==> config.mk <==
export PLATFORM = sky130hd
export DESIGN_NAME = mem_responder
export DESIGN_NICKNAME = d
export VERILOG_FILES = /design/src/rtl/mem_responder.sv
export SDC_FILE = /design/constraint.sdc
export NUM_CORES = 1
export LEC_CHECK = 0
export CAP_MARGIN = 20
export CORE_MARGIN = 5
export CORE_UTILIZATION = 40
export DETAILED_ROUTE_END_ITERATION = 8
export PLACE_DENSITY = 0.75
export SLEW_MARGIN = 10
export SYNTH_ARGS = -nofsm -noshare
export SYNTH_HDL_FRONTEND = slang
export SYNTH_SLANG_ARGS = --single-unit
==> constraint.sdc <==
create_clock -name Clk -period 7.4 [get_ports Clk]
set_clock_uncertainty 0.1 [all_clocks]
set_input_delay 1.11 -clock Clk [delete_from_list [all_inputs] [get_ports Clk]]
set_output_delay 1.11 -clock Clk [all_outputs]
set_load 0.03 [all_outputs]
==> src/rtl/mem_responder.sv <==
// mem_responder: CPU memory/MMIO responder with a wait-stated SRAM port, keyboard and display registers.
// Ports:
//   Clk, Reset          clock and asynchronous active-high reset
//   MIO_EN, R_W         request (held until R) and direction (1 = write)
//   ADDR, Data_In       word address and write data
//   Data_Out, R         registered read data and one-cycle ready pulse
//   SRAM_*              registered SRAM address/data/strobes (strobes active-low), SRAM_Din read data
//   Key_Valid, Key_Data keyboard byte strobe and byte
//   Disp_Ready          display can accept a byte
//   Disp_Valid, Disp_Data display write strobe and byte
module mem_responder #(
    parameter int WAIT_STATES = 2
) (
    input  logic        Clk,
    input  logic        Reset,
    input  logic        MIO_EN,
    input  logic        R_W,
    input  logic [15:0] ADDR,
    input  logic [15:0] Data_In,
    output logic [15:0] Data_Out,
    output logic        R,
    output logic [15:0] SRAM_ADDR,
    output logic [15:0] SRAM_Dout,
    input  logic [15:0] SRAM_Din,
    output logic        SRAM_CE_N,
    output logic        SRAM_OE_N,
    output logic        SRAM_WE_N,
    input  logic        Key_Valid,
    input  logic [7:0]  Key_Data,
    input  logic        Disp_Ready,
    output logic        Disp_Valid,
    output logic [7:0]  Disp_Data
);
    typedef enum logic [2:0] {IDLE, SRAM_ACC, DEV_ACC, DONE, RELEASE} state_t;
    localparam logic [3:0] LAST = 4'(WAIT_STATES);
    state_t      state, state_n;
    logic [3:0]  cnt, cnt_n;
    logic        last, acc_n, dev_rd_en, kbdr_rd, ddr_wr, kbd_full;
    logic [7:0]  kbd_data;
    logic [15:0] dev_rd;
    assign last      = cnt == LAST;
    assign R         = state == DONE;
    assign acc_n     = state_n == SRAM_ACC;
    assign dev_rd_en = state == DEV_ACC && !R_W;
    assign kbdr_rd   = dev_rd_en && ADDR == 16'hFE02;
    assign ddr_wr    = state == DEV_ACC && R_W && ADDR == 16'hFE06;
    assign dev_rd    = ADDR == 16'hFE00 ? {kbd_full, 15'b0} :
                       ADDR == 16'hFE02 ? {8'h00, kbd_data} :
                       ADDR == 16'hFE04 ? {Disp_Ready, 15'b0} : 16'h0000;
    always_ff @(posedge Clk or posedge Reset) begin
        if (Reset) begin
            state <= IDLE;
            cnt   <= '0;
        end else begin
            state <= state_n;
            cnt   <= cnt_n;
        end
    end
    always_comb begin
        state_n = state;
        cnt_n   = '0;
        case (state)
            IDLE:     if (MIO_EN) state_n = ADDR < 16'hFE00 ? SRAM_ACC : DEV_ACC;
            SRAM_ACC: begin
                cnt_n   = last ? 4'd0 : cnt + 4'd1;
                state_n = last ? DONE : SRAM_ACC;
            end
            DEV_ACC:  state_n = DONE;
            DONE:     state_n = RELEASE;
            RELEASE:  if (!MIO_EN) state_n = IDLE;
            default:  state_n = IDLE;
        endcase
    end
    // Strobes are registered from the next state/count so they are valid for the whole access cycle;
    // WE_N rises for the final cycle to hold address/data past the write edge.
    always_ff @(posedge Clk or posedge Reset) begin
        if (Reset) begin
            Data_Out   <= '0;
            SRAM_ADDR  <= '0;
            SRAM_Dout  <= '0;
            SRAM_CE_N  <= 1'b1;
            SRAM_OE_N  <= 1'b1;
            SRAM_WE_N  <= 1'b1;
            Disp_Valid <= 1'b0;
            Disp_Data  <= '0;
            kbd_full   <= 1'b0;
            kbd_data   <= '0;
        end else begin
            SRAM_CE_N  <= !acc_n;
            SRAM_OE_N  <= !(acc_n && !R_W);
            SRAM_WE_N  <= !(acc_n && R_W && cnt_n < LAST);
            if (acc_n) SRAM_ADDR <= ADDR;
            if (acc_n && R_W) SRAM_Dout <= Data_In;
            if (state == SRAM_ACC && last && !R_W) Data_Out <= SRAM_Din;
            if (dev_rd_en) Data_Out <= dev_rd;
            Disp_Valid <= ddr_wr;
            if (ddr_wr) Disp_Data <= Data_In[7:0];
            // A new key arriving on the same edge as a KBDR read refills the buffer (set wins).
            if (Key_Valid && (!kbd_full || kbdr_rd)) begin
                kbd_data <= Key_Data;
                kbd_full <= 1'b1;
            end else if (kbdr_rd) begin
                kbd_full <= 1'b0;
            end
        end
    end
endmodule

Word-level counts from Yosys, hierarchy flattened
Index checks and enable logic that the tools add are counted.
{"block": "totals", "wordCells": 58, "ff_bits": 76}
{"block": "op_classes", "eq_ne": 10, "n_lt_le_gt_ge": 2, "n_addsub": 1, "mux": 14, "reduce_logical": 19}
{"op": "two-way mux 16 bit", "count": 5}
{"op": "== test 16 bit (second input constant)", "count": 4}
{"op": "< comparator 16 bit (second input constant)", "count": 1}
{"op": "case mux 3 bit (5 select lines)", "count": 1}
{"op": "logical AND 1 bit", "count": 10}
{"op": "two-way mux 4 bit", "count": 2}
{"op": "== test 3 x 1 -> 1 bit (second input constant)", "count": 2}
{"op": "== test 3 x 2 -> 1 bit (second input constant)", "count": 2}
{"op": "two-way mux 3 bit", "count": 2}
{"op": "zero test 1 bit", "count": 5}
{"op": "adder 4 x 1 -> 4 bit (second input constant)", "count": 1}
{"op": "== test 4 x 2 -> 1 bit (second input constant)", "count": 1}
{"op": "< comparator 4 x 2 -> 1 bit (second input constant)", "count": 1}
{"op": "two-way mux 2 bit", "count": 2}
{"op": "nonzero test 2 bit", "count": 2}
{"op": "== test 3 bit (second input constant)", "count": 1}
{"op": "zero test 3 bit", "count": 1}
{"op": "two-way mux 1 bit", "count": 2}
{"op": "logical OR 1 bit", "count": 1}

Logic depth before layout (Yosys ltp)
{"block": "depth", "ltp_word": 8, "mapped_depth": 7, "depth_no_buf": 6}

Worst setup path before layout
OpenSTA, ideal clock, no wires.
{"block": "synth_timing", "kind": "input to register", "startpoint": "in ADDR[14]", "endpoint": "reg Disp_Data[0]", "setup_ns": 0.125, "slack_ns": 4.779, "path_buffers": 0, "arrival_time_ns": 2.396, "t_required_ns": 7.175, "cell_stages": 4, "cell_sequence": "nand4_1 -> or3_1 -> nor3_4 -> mux2_2"}
{"block": "synth_via", "elab_chain_len": 2}
{"item": "from (decl)", "line_no": "18", "text": "input logic [15:0] ADDR,"}
{"item": "== test 16 bit", "line_no": "46", "text": "assign ddr_wr = state == DEV_ACC && R_W && ADDR == 16'hFE06;"}
{"item": "logical AND 1 bit", "line_no": "46"}
{"item": "to (signal assigned)", "line_no": "97", "text": "if (ddr_wr) Disp_Data <= Data_In[7:0];"}
{"item": "to (decl)", "line_no": "32", "text": "output logic [7:0] Disp_Data"}
No other way between the ends.
A chain may end at the register's enable or synchronous reset.

Worst setup path in the final report
{"block": "layout_timing", "startpoint": "in R_W", "endpoint": "reg kbd_data[7]"}
{"block": "layout_via", "elab_chain_len": 5}
{"item": "from (decl)", "line_no": "17", "text": "input logic R_W,"}
{"item": "zero test 1 bit", "line_no": "44", "text": "assign dev_rd_en = state == DEV_ACC && !R_W;"}
{"item": "logical AND 1 bit", "line_no": "44"}
{"item": "logical AND 1 bit", "line_no": "45", "text": "assign kbdr_rd = dev_rd_en && ADDR == 16'hFE02;"}
{"item": "logical OR 1 bit", "line_no": "99", "text": "if (Key_Valid && (!kbd_full || kbdr_rd)) begin"}
{"item": "logical AND 1 bit", "line_no": "99"}
{"item": "to (signal assigned)", "line_no": "100", "text": "kbd_data <= Key_Data;"}
{"item": "to (decl)", "line_no": "39", "text": "logic [7:0] kbd_data;"}
No other way between the ends.

==> impl_metrics.py <==
metrics = {
    "timing": {
        "finalHoldViolCount": 0,
        "timing.fmax_mhz": 296,
        "relSlewSlack": 0.372,
        "tns_ns": 0,
        "setup_viol": 0,
        "tightest_slew_ns": 0.942,
        "finalCritPeriodShare": 0.457,
        "rsz0062_at_grt": "no",
        "fin_crit_ns": 3.38,
        "finalMaxSlewViolations": 0,
    },
    "setup_path": {
        "path_class": "input pin to flip-flop",
        "cp.required_ns": 7.53,
        "r2r_setup_slack_ns": 4.84,
        "end_kind": "flip-flop",
        "slowest_delay_ns": 0.88,
        "path_cells": "clkdlybuf4s50_1, inv_1, and4_1, a41oi_2, mux2_2",
        "cp_max_fo": 18,
        "crit_slowest_cell": "clkdlybuf4s50_1",
        "arrival_ns": 3.51,
        "startpoint_type": "input pin",
    },
    "yosys": {
        "synthArstFlopShare": 1.00,
        "synth.most_common_cell": "dfrtp_1",
        "synth_seq_cells": 76,
        "synthCells": 250,
        "ys_types": 43,
        "synth_edf_count": 0,
        "ys_warn_count": 0,
        "netlist_area_um2": 3310,
        "synth_ff_type": "dfrtp_1",
        "ys_top_cells_by_area": "dfrtp_1, mux2_2, mux2_4",
        "yosys.area.top_type": "dfrtp_1",
        "synth_area_per_cell_um2": 13.2,
        "ys_seq_area_frac": 0.576,
        "synth_common_cells": "dfrtp_1, mux2_2, nand2_1",
        "netlist.area_leader.share": 0.552,
        "synth_nets": 314,
    },
    "clock_network": {
        "cts_made_buffers": 9,
        "cts.sinks": 76,
        "clk_latency_ns": 0.34,
        "root_buffer": "clkbuf_8",
        "cts_tree": "done",
        "cts_setup_buffers": 0,
        "clk_pin_slew_ns": 0.08,
        "clk_path_buf_depth": 2,
        "ctsResizeCount": 0,
        "hold_buffers": 0,
        "cts.htree.levels": 3,
    },
    "worst_hold_path": {
        "min-delay-path-class": "flip-flop to flip-flop",
    },
    "die": {
        "die_h_um": 101,
        "num_rows": 33,
        "core_area_um2": 8130,
        "dieArea_um2": 10200,
        "initial_core_util": 0.407,
        "io_pins": 123,
        "die_w_um": 101,
    },
    "detailed_routing": {
        "drt.antenna.violating_nets": 0,
        "viasPerCell": 4.99,
        "drc_errors": 0,
        "routed_wl_um": 8030,
        "wl_per_cell_um": 16.5,
        "num_vias": 2431,
        "drtIter0Drc": 58,
        "dr.pass1.iters": 4,
    },
    "cells_and_area": {
        "final_nets": 441,
        "antennaDiodeCount": 0,
        "areaGrowthSynthToFinish_pct": 46.1,
        "drive_gt1_frac": 0.199,
        "finalNonFillerCells": 487,
        "fill_cells": 685,
    },
    "power": {
        "p_per_area_nw_per_um2": 432,
        "ir_worst_vdd_mv": 0.274,
        "leakage_uw": 0.00218,
    },
    "grt": {
        "grt_pass1_vias": 2610,
        "grt_start_max_net_pins": 77,
        "gr-usage-all-layers": 0.161,
        "grt_pass1_wl_um": 13000,
        "grt-ovfl-total": 0,
        "antenna_found_initial": 0,
    },
    "run": {
        "cap_violations": 0,
    },
    "outcome": {
        "status": "completed",
    },
    "placed_design": {
        "globalplace.congestion": 0.730,
        "dpl.hpwl_um": 5830,
        "dpl.cell_count": 469,
        "io_buffers": 122,
    },
}
==> worst max-delay path, delay by kind of cell <==
family	cells	cell delay [ns]
simple gates	1	0.34
buf+inv	2	1.13
compound gates	1	0.52
mux	1	0.40
==> worst paths after layout <==
path / endpoint / cells after the start / from
worst max-delay path: kbd_data[7] / 5 / R_W
worst min-delay path: Data_Out[3] / 1 / Data_Out[3]
worst max register to register: SRAM_Dout[10] / 5 / state[1]
worst min register to register: Data_Out[3] / 1 / Data_Out[3]
max in group asynchronous: SRAM_Dout[14] / 3 / Reset
min in group asynchronous: Disp_Data[7] / 3 / Reset
==> registers in the layout, indices dropped and copies added (netlist names) <==
| name | flops |
|---|---|
| kbd_full | 1 |
| SRAM_CE_N | 1 |
| SRAM_Dout | 16 |
| SRAM_OE_N | 1 |
| SRAM_WE_N | 1 |
| Disp_Data | 8 |
| Data_Out | 16 |
| kbd_data | 8 |
| Disp_Valid | 1 |
| SRAM_ADDR | 16 |
| cnt | 4 |
| state | 3 |
==> stage by stage <==
step / area [um^2] / utilization / worst slack (ns) / hold slack [ns] / power (uW)
finish: 4840 / 0.595 / 4.02 / 0.388 / 2090
global route: 4840 / 0.595 / 3.88 / 0.397 / 2200
CTS: 4820 / 0.592 / 3.97 / 0.393 / 2110
detailed placement: 4610 / 0.567 / 3.56 / 0.375 / 1780
global placement: 4610 / 0.567 / 3.66 / 0.368 / 1750
floorplan: 3310 / - / 4.26 / 0.371 / 1390
==> layer usage <==
layer	vias up	track usage	share of wire
met1	1193	0.208	0.44
met3	8	0.0533	0.079
li1	1150	-	-
met2	80	0.256	0.47
met4	0	0.0532	0.010
met5	-	0	0
==> kinds of logic (layout without fill, tap and decap cells) <==
kind of cell             after synthesis  in the layout  share of synthesized area
AO/OA/AOI/OAI                         38             38                     0.0900
XOR/XNOR                               3              3                    0.00794
adder cells (fa/ha/maj)                2              2                    0.00756
buffers and inverters                 14            146                     0.0234
flip-flops                            76             76                      0.576
multiplexers                          49             49                      0.186
AND/OR/NAND/NOR                       68             68                      0.110
==> report_power, final <==
| group | switching, uW | internal [uW] |
|---|---|---|
| clock | 146 | 173 |
| sequential | 97.2 | 580 |
| combinational | 575 | 520 |
==> cell usage in the layout (no fill, tap or decap), types with 4 or more instances in the layout <==
cell,instances
clkdlybuf4s50_1,122
dfrtp_1,73
mux2_2,28
nand2_1,20
mux2_4,17
o21ai_0,17
clkbuf_8,11
nor3_1,10
and3_1,9
a211o_1,8
nor2_1,7
inv_1,4
nand3_1,4
==> cell type report <==
cell class | instances | area [um^2] | share of cell area
clock buffers | 12 | 155 | 0.0321
clock inverters | 4 | 47.5 | 0.00983
inverters | 5 | 20.0 | 0.00414
multi-input cells | 160 | 1330 | 0.275
flip-flops and latches | 76 | 1910 | 0.394
well taps | 105 | 131 | 0.0272
repair buffers | 125 | 1250 | 0.258
(Power assumes the default switching activity.)
